<file path="config.mk">
export PLATFORM = sky130hd
export DESIGN_NAME = relay_frame_detector
export DESIGN_NICKNAME = d
export VERILOG_FILES = /design/src/rtl/relay_frame_detector.sv
export SDC_FILE = /design/constraint.sdc
export NUM_CORES = 1
export LEC_CHECK = 0
export BUFFER_PORTS_ARGS = -buffer_cell sky130_fd_sc_hd__buf_2
export CORE_MARGIN = 2
export CORE_UTILIZATION = 50
export DETAILED_ROUTE_END_ITERATION = 8
export HOLD_SLACK_MARGIN = 0.05
export PLACE_DENSITY = 0.71
export SYNTH_ARGS = -nofsm -noshare
export SYNTH_HDL_FRONTEND = slang
export SYNTH_SLANG_ARGS = --single-unit
</file>
<file path="constraint.sdc">
create_clock -name ck_1356meg -period 3.2 [get_ports ck_1356meg]
set_clock_uncertainty 0.05 [all_clocks]
set_input_delay 0.96 -clock ck_1356meg [delete_from_list [all_inputs] [get_ports ck_1356meg]]
set_output_delay 0.96 -clock ck_1356meg [all_outputs]
set_load 0.05 [all_outputs]
</file>
<file path="src/rtl/relay_frame_detector.sv">
`default_nettype none
// ============================================================================
// relay_frame_detector : divided-rate relay bitstream framer driving mod_type
// Rev 1.0
// ============================================================================
module relay_frame_detector #(
   parameter int                 DIV_W          = 4,
   parameter int                 SHIFT_W        = 24,
   parameter int                 START_W        = 8,
   parameter logic [START_W-1:0] START_PAT_RD   = 8'hc0,
   parameter logic [START_W-1:0] START_PAT_TG   = 8'hf0,
   parameter int                 END_W          = 16,
   parameter logic [END_W-1:0]   END_PAT_RD_A   = 16'h0000,
   parameter logic [END_W-1:0]   END_PAT_RD_B   = 16'hc000,
   parameter logic [END_W-1:0]   END_PAT_TG     = 16'h0000,
   parameter int                 MAX_FRAME_BITS = 1024,
   parameter int                 CNT_W          = 16
) (
   input  logic             ck_1356meg,
   input  logic             rst,
   input  logic             enable,
   input  logic             role,
   input  logic             serial_in,
   output logic [2:0]       mod_type,
   output logic             active,
   output logic [7:0]       data_byte,
   output logic             data_valid,
   output logic             timeout,
   output logic [CNT_W-1:0] frame_count
);

   localparam int                 TCNT_W    = $clog2(MAX_FRAME_BITS + 1);
   localparam logic [DIV_W-1:0]   TICK_AT   = DIV_W'(2 ** (DIV_W - 1));
   localparam logic [TCNT_W-1:0]  TCNT_MAX  = TCNT_W'(MAX_FRAME_BITS);
   localparam logic [SHIFT_W-1:0] START_RD  = SHIFT_W'(START_PAT_RD);
   localparam logic [SHIFT_W-1:0] START_TG  = SHIFT_W'(START_PAT_TG);
   localparam logic [SHIFT_W-1:0] END_RD_A  = SHIFT_W'(END_PAT_RD_A) << (SHIFT_W - END_W);
   localparam logic [SHIFT_W-1:0] END_RD_B  = SHIFT_W'(END_PAT_RD_B) << (SHIFT_W - END_W);
   localparam logic [SHIFT_W-1:0] END_TG    = SHIFT_W'(END_PAT_TG) << (SHIFT_W - END_W);

   typedef enum logic [0:0] {
      ST_LISTEN = 1'b0,
      ST_MOD    = 1'b1
   } state_t;

   state_t             state_q, state_d;
   logic [DIV_W-1:0]   div_q, div_d;
   logic [SHIFT_W-1:0] sh_q, sh_d;
   logic [2:0]         bcnt_q, bcnt_d;
   logic [TCNT_W-1:0]  tcnt_q, tcnt_d;
   logic [CNT_W-1:0]   frame_count_q, frame_count_d;
   logic [7:0]         data_byte_q, data_byte_d;
   logic               data_valid_q, data_valid_d;
   logic               timeout_q, timeout_d;
   logic               role_q, role_d;

   logic               tick;
   logic [SHIFT_W-1:0] sh_shift;
   logic [2:0]         bcnt_inc;
   logic [TCNT_W-1:0]  tcnt_inc;
   logic               start_hit;
   logic               end_hit;
   logic               mod_active;

   always_comb begin
      state_d       = state_q;
      div_d         = div_q + 1'b1;
      sh_d          = sh_q;
      bcnt_d        = bcnt_q;
      tcnt_d        = tcnt_q;
      frame_count_d = frame_count_q;
      data_byte_d   = data_byte_q;
      data_valid_d  = 1'b0;
      timeout_d     = 1'b0;
      role_d        = role;

      tick      = (div_q == TICK_AT);
      sh_shift  = {sh_q[SHIFT_W-2:0], serial_in};
      bcnt_inc  = bcnt_q + 3'd1;
      tcnt_inc  = tcnt_q + 1'b1;
      start_hit = role ? (sh_shift == START_TG) : (sh_shift == START_RD);
      end_hit   = (bcnt_inc == 3'd0) &&
                  (role ? (sh_shift == END_TG)
                        : ((sh_shift == END_RD_A) || (sh_shift == END_RD_B)));

      // A role flip is treated exactly like a one-cycle disable: silent abort.
      if (!enable || (role != role_q)) begin
         state_d = ST_LISTEN;
         sh_d    = '0;
         bcnt_d  = '0;
         tcnt_d  = '0;
      end else if (tick) begin
         sh_d   = sh_shift;
         bcnt_d = bcnt_inc;
         case (state_q)
            ST_LISTEN: begin
               if (start_hit) begin
                  state_d = ST_MOD;
                  bcnt_d  = '0;
                  tcnt_d  = '0;
               end
            end
            ST_MOD: begin
               tcnt_d = tcnt_inc;
               if (end_hit) begin
                  state_d       = ST_LISTEN;
                  frame_count_d = frame_count_q + 1'b1;
               end else begin
                  if (bcnt_inc == 3'd0) begin
                     data_byte_d  = sh_shift[7:0];
                     data_valid_d = 1'b1;
                  end
                  if (tcnt_inc == TCNT_MAX) begin
                     state_d   = ST_LISTEN;
                     timeout_d = 1'b1;
                  end
               end
            end
            default: state_d = ST_LISTEN;
         endcase
      end
   end

   always_ff @(posedge ck_1356meg) begin
      if (rst) begin
         state_q       <= ST_LISTEN;
         div_q         <= '0;
         sh_q          <= '0;
         bcnt_q        <= '0;
         tcnt_q        <= '0;
         frame_count_q <= '0;
         data_byte_q   <= '0;
         data_valid_q  <= 1'b0;
         timeout_q     <= 1'b0;
         role_q        <= 1'b0;
      end else begin
         state_q       <= state_d;
         div_q         <= div_d;
         sh_q          <= sh_d;
         bcnt_q        <= bcnt_d;
         tcnt_q        <= tcnt_d;
         frame_count_q <= frame_count_d;
         data_byte_q   <= data_byte_d;
         data_valid_q  <= data_valid_d;
         timeout_q     <= timeout_d;
         role_q        <= role_d;
      end
   end

   // Disable or a pending role flip shows the LISTEN code without waiting a cycle.
   assign mod_active  = (state_q == ST_MOD) && enable && (role == role_q);
   assign mod_type    = role ? (mod_active ? 3'b010 : 3'b001)
                             : (mod_active ? 3'b100 : 3'b011);
   assign active      = mod_active;
   assign data_byte   = data_byte_q;
   assign data_valid  = data_valid_q;
   assign timeout     = timeout_q;
   assign frame_count = frame_count_q;

endmodule
`default_nettype wire

</file>
==> summary.txt, run 1 <==
STA
  • Crit share post-route: 0.897
  • RSZ-0062 raised after global routing: no
  • Final setup TNS: 0 ps
  • Worst Tran Pin Value: roughly 620 ps
  • Pins Over Slew Limit: 0
  • Slew headroom: 0.583
  • Maximum clock rate: 349 MHz
  • Post-layout min period: 2870 ps
  • Final setup violation count: 0
  • Final Hold Viols: 0

Floorplan
  • DIE WIDTH: a little over 80 µm
  • Die H: 82.9 µm
  • Core ar.: 0.00596 mm²
  • I/O pin cnt: 35
  • Initial Util: 0.522
  • Row cnt: 28
  • Die area: just under 0.007 mm²

Global route
  • Largest net degree at the start of global routing: 37
  • Initial antenna violation count: 0
  • Vias in the first global route: 2468
  • Tot GR Track Use: 0.192
  • First-pass GRT wire length: 11100 µm
  • Global route overflow: 0

CTS
  • Clock root cell: clkbuf_8
  • Cts bufs inserted: 9
  • Clk_lat worst skew: around 340 ps
  • CTS H-tree lvls: 3
  • TritonCTS clock tree: built
  • Clock Sinks: 69
  • Clock Pin Slew Worst Setup and Hold Paths: 80 ps
  • Cts hold-fix bufs: 0
  • Post-CTS Resized: 0
  • Maximum buffer depth of the clock tree: 2
  • Post-CTS setup buffers: 0

Final layout
  • Filler cells: between 500 and 600
  • Layout area overhead: 13.8%
  • Share of cells above drive strength 1: 0.167
  • Fin cells: 489
  • Register Area: roughly 0.0014 mm²
  • Multi-input gate area: roughly 0.0016 mm²
  • Diode count: 0
  • Nets@finish: 420

Logic synthesis
  • Synthesized cell area: 0.00311 mm²
  • Count leader, synth: dfxtp_1
  • Mapped Nets: just under 400
  • Post-synth ARST share: 0
  • Synth top area share: 0.444
  • Sequential share of the synthesized area: 0.444
  • Gate Count Post-Synth: 377
  • Largest cells by area after synthesis: dfxtp_1 44%, nand2_1 8.0%, a21oi_1 6.3%, nor2_1 3.7%, mux2i_1 3.2%
  • FF+latch count, synth: 69
  • Syn Area/Cell: 8.25 µm²
  • Synth Warn #: 0
  • Cell taking the most area after synthesis: dfxtp_1
  • Synth unique cells: 46
  • Ys flop type: dfxtp_1
  • Commonest cells post-synth: 69 x dfxtp_1, 66 x nand2_1, 39 x a21oi_1
  • Post-synth EDFFs: 0

Place
  • Placed cell count: 473
  • IO Port Bufs: 34
  • Detail Placement HPWL: 4460 µm
  • Routability cong.: 0.882

Drt
  • Routed wire per std cell: 13.3 µm
  • DRT iter0 DRCs: 133
  • Vias: about 2700
  • Remaining DRCs: 0
  • Final antenna-violating net count: 0
  • Pre-antenna DRT Iters: 4
  • DR vias/cell: around 5.6
  • WL final: roughly 6500 µm

Status
  • Outcome: finished clean

Critical path
  • CP arrival: 1860 ps
  • CP Capture Type: primary output
  • Cells on worst reg2reg path: 7
  • CP Class: input port to primary output
  • R2r setup slk: between 600 and 700 ps
  • Worst reg2reg startpoint: div_q[0]
  • Critical path required time: 2190 ps
  • Maximum fanout along the worst path: 8
  • Type of origin of the critical path: input port
  • FF-to-FF End: frame_count[15]

Pwr
  • P per Cell Area: 441 mW/mm²
  • Leak Pwr: 1.37 nW
  • Maximum vdd drop: approximately 0.31 mV

Worst hold path
  • Hold path endpoint: sh_q[13]
  • WHS Path Cells: 2
  • Worst min-delay path startpoint: sh_q[12]
  • Hold Path Class: flip-flop to flip-flop

Job
  • Max_cap viols: 0
## cell families after synthesis
family          Yosys count  synth area share
xor+xnor                  7            0.0197
fa+ha+maj                 6            0.0241
compound gates           77             0.152
flops                    69             0.444
mux                      15            0.0503
simple gates            173             0.268
buf+inv                  30            0.0414
## per-stage QoR
step | total power [mW] | hold WS, ps | cell area, µm² | utilization | setup WS, ps
floorplan | 0.916 | 380 | 3110 | - | 21.6
global placement | 0.928 | 394 | 3360 | 0.564 | 159
detailed placement | 0.929 | 405 | 3360 | 0.564 | 138
CTS | 1.58 | 420 | 3540 | 0.594 | 318
global route | 1.62 | 439 | 3540 | 0.594 | 239
finish | 1.56 | 422 | 3540 | 0.594 | 331
## worst max-delay path, stage by stage
cell and delay [ps]:
buf_2 150, xnor2_1 220, nand3_1 180, clkinvlp_4 100
buf_2 250
## worst max path at each step
stage	startpoint	end	slack, ps	cells past startpoint
finish	role	active	330	5
global route	role	active	240	5
CTS	role	active	320	5
detailed placement	role	frame_count[15]	140	6
global placement	role	frame_count[15]	160	6
floorplan	role	active	20	4
## routing by layer
layer  GRT usage  wire length [µm]  part of all wire  vias up
li1            -                 -                 -     1396
met1       0.247              3170              0.49     1288
met2       0.317              3000              0.46       52
met3      0.0517               244             0.038        6
met4      0.0566                65             0.010        0
met5           0                 0                 0        -
## cell type report
cell class                      count  area share
Multi-Input combinational cell    278       0.454
Sequential cell                    69       0.390
Timing Repair Buffer               44      0.0693
Clock buffer                        9      0.0350
Tap cell                           75      0.0265
Clock inverter                      7      0.0163
Inverter                            7     0.00849
## layout by cell type (no fill, tap or decap), types with 9 or more instances in the layout
cell	n
dfxtp_1	69
nand2_1	66
a21oi_1	39
buf_2	34
nor2_1	31
nand3_1	15
nor3_1	13
o21ai_0	13
mux2i_1	10
buf_4	10
nor4_1	9
clkbuf_8	9
## sequential cells by signal (all words and copies together), names as in the netlist
signal and count:
timeout 1, data_valid 1, frame_count 16, data_byte 8, role_q 1, bcnt_q 3
state_q 1, tcnt_q 11, div_q 4, sh_q 23
## report_power, final
group          total, mW  switching (mW)  leakage (nW)  internal, mW
combinational     0.0436          0.0296         0.728        0.0140
sequential         0.865         0.00374         0.556         0.862
clock              0.653           0.363        0.0829         0.290
total               1.56           0.396          1.37          1.17
(Power assumes the default switching activity.)
==> inputs of run 2 (changes only) <==
- clock period: 3.2 -> 2.65 ns (I/O delays scaled with it)
==> run 2 against run 1 <==
  * Combinational power increased by 42%
  * Critical path depth grew 1
  * Via count rose by 3.0%
  * Wire length fell by 0.43%
==> summary.txt, run 2 (synthesis gave the netlist of run 1 again) <==
Status
  • Outcome: finished clean (unchanged)

Critical path
  • FF-to-FF End: frame_count[7] (was frame_count[15])
  • Cells on worst reg2reg path: 8 (was 7)
  • Setup crit start: role (unchanged)
  • Critical path required time: 1810 ps (was 2190 ps)
  • Maximum fanout along the worst path: 6 (was 8)
  • R2r setup slk: 180 ps (was 630 ps)
  • CP Capture Type: primary output (unchanged)
  • Worst Setup EP: mod_type[0] (was active)
  • Type of origin of the critical path: input port (unchanged)
  • Worst reg2reg startpoint: div_q[0] (unchanged)
  • CP arrival: 1730 ps (was 1860 ps)
  • CP Class: input port to primary output (unchanged)

Drt
  • Pre-antenna DRT Iters: 4 (unchanged)
  • Routed wire per std cell: 12.9 µm (was 13.3 µm)
  • Final antenna-violating net count: 0 (unchanged)
  • Vias: 2825 (was 2742)
  • Remaining DRCs: 0 (unchanged)
  • DR vias/cell: 5.64 (was 5.61)
  • WL final: 6450 µm (was 6480 µm)
  • DRT iter0 DRCs: 180 (was 133)

Worst hold path
  • Hold Path Class: flip-flop to flip-flop (unchanged)

Final layout
  • Fin cells: 501 (was 489)
  • Nets@finish: 432 (was 420)
  • Most frequent cells in the layout: 69 x dfxtp_1, 66 x nand2_1, 39 x a21oi_1 (unchanged)
  • Most common cell after layout, fill and taps aside: dfxtp_1 (unchanged)
  • Share of cells above drive strength 1: 0.204 (was 0.167)
  • Max reg flops: 23 (unchanged)
  • Largest reg by FF count: sh_q (unchanged)
  • Util after Layout: 0.620 (was 0.594)
  • Layout area overhead: 18.7% (was 13.8%)
  • Diode count: 0 (unchanged)
  • Finished layout cell area: 0.00369 mm² (was 0.00354 mm²)

STA
  • RSZ-0062 raised after global routing: yes (was no)
  • Crit share post-route: 0.972
  • Post-layout min period: 2580 ps
  • Slew headroom: 0.593 (was 0.583)
  • Worst Tran Pin Value: 606 ps (was 621 ps)
  • Final Hold Viols: 0 (unchanged)
  • Final setup violation count: 0 (unchanged)
  • Pins Over Slew Limit: 0 (unchanged)
  • Maximum clock rate: 388 MHz

Job
  • Max_cap viols: 0 (unchanged)

Global route
  • Largest net degree at the start of global routing: 33 (was 37)
  • Global route overflow: 0 (unchanged)
  • Vias in the first global route: 2462 (was 2468)
  • Initial antenna violation count: 0 (unchanged)
  • Tot GR Track Use: 0.194 (was 0.192)
  • First-pass GRT wire length: 11100 µm (about the same)

CTS
  • CTS H-tree lvls: 3 (unchanged)
  • Clock root cell: clkbuf_8 (unchanged)
  • Cts bufs inserted: 9 (unchanged)
  • Clock Pin Slew Worst Setup and Hold Paths: 80 ps (about the same)
  • Clk_lat worst skew: 350 ps (was 340 ps)
  • Clock Sinks: 69 (unchanged)
  • TritonCTS clock tree: built (unchanged)
  • Maximum buffer depth of the clock tree: 2 (unchanged)

Place
  • Routability cong.: 0.790 (was 0.882)
  • Placed cell count: 485 (was 473)
  • Detail Placement HPWL: 4450 µm (was 4460 µm)
  • IO Port Bufs: 34 (unchanged)
  • Area after DPL: 0.00347 mm² (was 0.00336 mm²)

Floorplan
  • Die H: 82.9 µm (unchanged)
  • Row cnt: 28 (unchanged)
  • Die area: 0.00686 mm² (unchanged)
  • I/O pin cnt: 35 (unchanged)
  • Initial Util: 0.522 (unchanged)
  • Core ar.: 0.00596 mm² (unchanged)
  • DIE WIDTH: 82.9 µm (unchanged)

Pwr
  • Leak Pwr: 1.45 nW (was 1.37 nW)
  • P per Cell Area: 535 mW/mm² (was 441 mW/mm²)
  • Maximum vdd drop: 0.404 mV (was 0.315 mV)
run 2: cell count changes in the layout (fill, tap and decap cells not counted), sizes merged:
cell / change
buf: +12
clkbuf: +2
clkinvlp: -1
inv: -2
bufinv: +1
run 2: per-layer routing:
metal / routed length [µm] / share of wire / GRT usage / up-vias
met2: 2890 / 0.45 / 0.299 / 70
met5: 0 / 0 / 0 / -
met1: 3140 / 0.49 / 0.263 / 1314
met3: 338 / 0.052 / 0.0557 / 7
met4: 87 / 0.013 / 0.0626 / 0
li1: - / - / - / 1434
run 2: worst min path at each step:
stage / startpoint / end / slack, ps / depth (start not counted)
2_1_floorplan: div_q[0] / div_q[0] / 380 / 1
3_3_place_gp: div_q[0] / div_q[0] / 400 / 1
3_5_place_dp: sh_q[18] / sh_q[19] / 410 / 2
4_1_cts: sh_q[16] / sh_q[17] / 420 / 2
5_1_grt: sh_q[16] / sh_q[17] / 430 / 2
6_report: sh_q[10] / sh_q[11] / 420 / 2
run 2: where the power goes:
group	internal, mW	total, mW	switching (mW)
sequential	1.04	1.05	0.00499
combinational	0.0240	0.0617	0.0377
clock	0.462	0.867	0.405
total	1.53	1.97	0.448
run 2: per-stage QoR:
| step | worst slack [ps] | TNS, ps | hold slack (ps) | total power, mW |
|---|---|---|---|---|
| 2_1_floorplan | -65.6 | -254 | 380 | 1.11 |
| 3_3_place_gp | -149 | -928 | 395 | 1.13 |
| 3_5_place_dp | -251 | -1480 | 409 | 1.13 |
| 4_1_cts | 43.2 | 0 | 419 | 2.00 |
| 5_1_grt | -6.03 | -6.03 | 434 | 2.04 |
| 6_report | 74.1 | 0 | 420 | 1.97 |
run 2: layout make-up:
| class | count | area, µm² |
|---|---|---|
| inverter | 7 | 30.0 |
| tap | 75 | 93.8 |
| fill | 546 | 2260 |
| clock inverter | 5 | 58.8 |
| sequential | 69 | 1380 |
| clock buffer | 11 | 141 |
| multi-input combinational | 278 | 1640 |
| timing repair buffer | 56 | 342 |
run 2: timing repair:
action / CTS / global route
gates resized for setup: 2 / 2
hold buffers: 0 / 0
setup buffers: 0 / 0
endpoints found under the setup margin: 1 / 2
run 2: critical path, cell delays in order:
cell and delay (ps):
buf_2 110, buf_4 130, buf_4 150, xnor2_2 180, nand3_2 130, buf_2 230
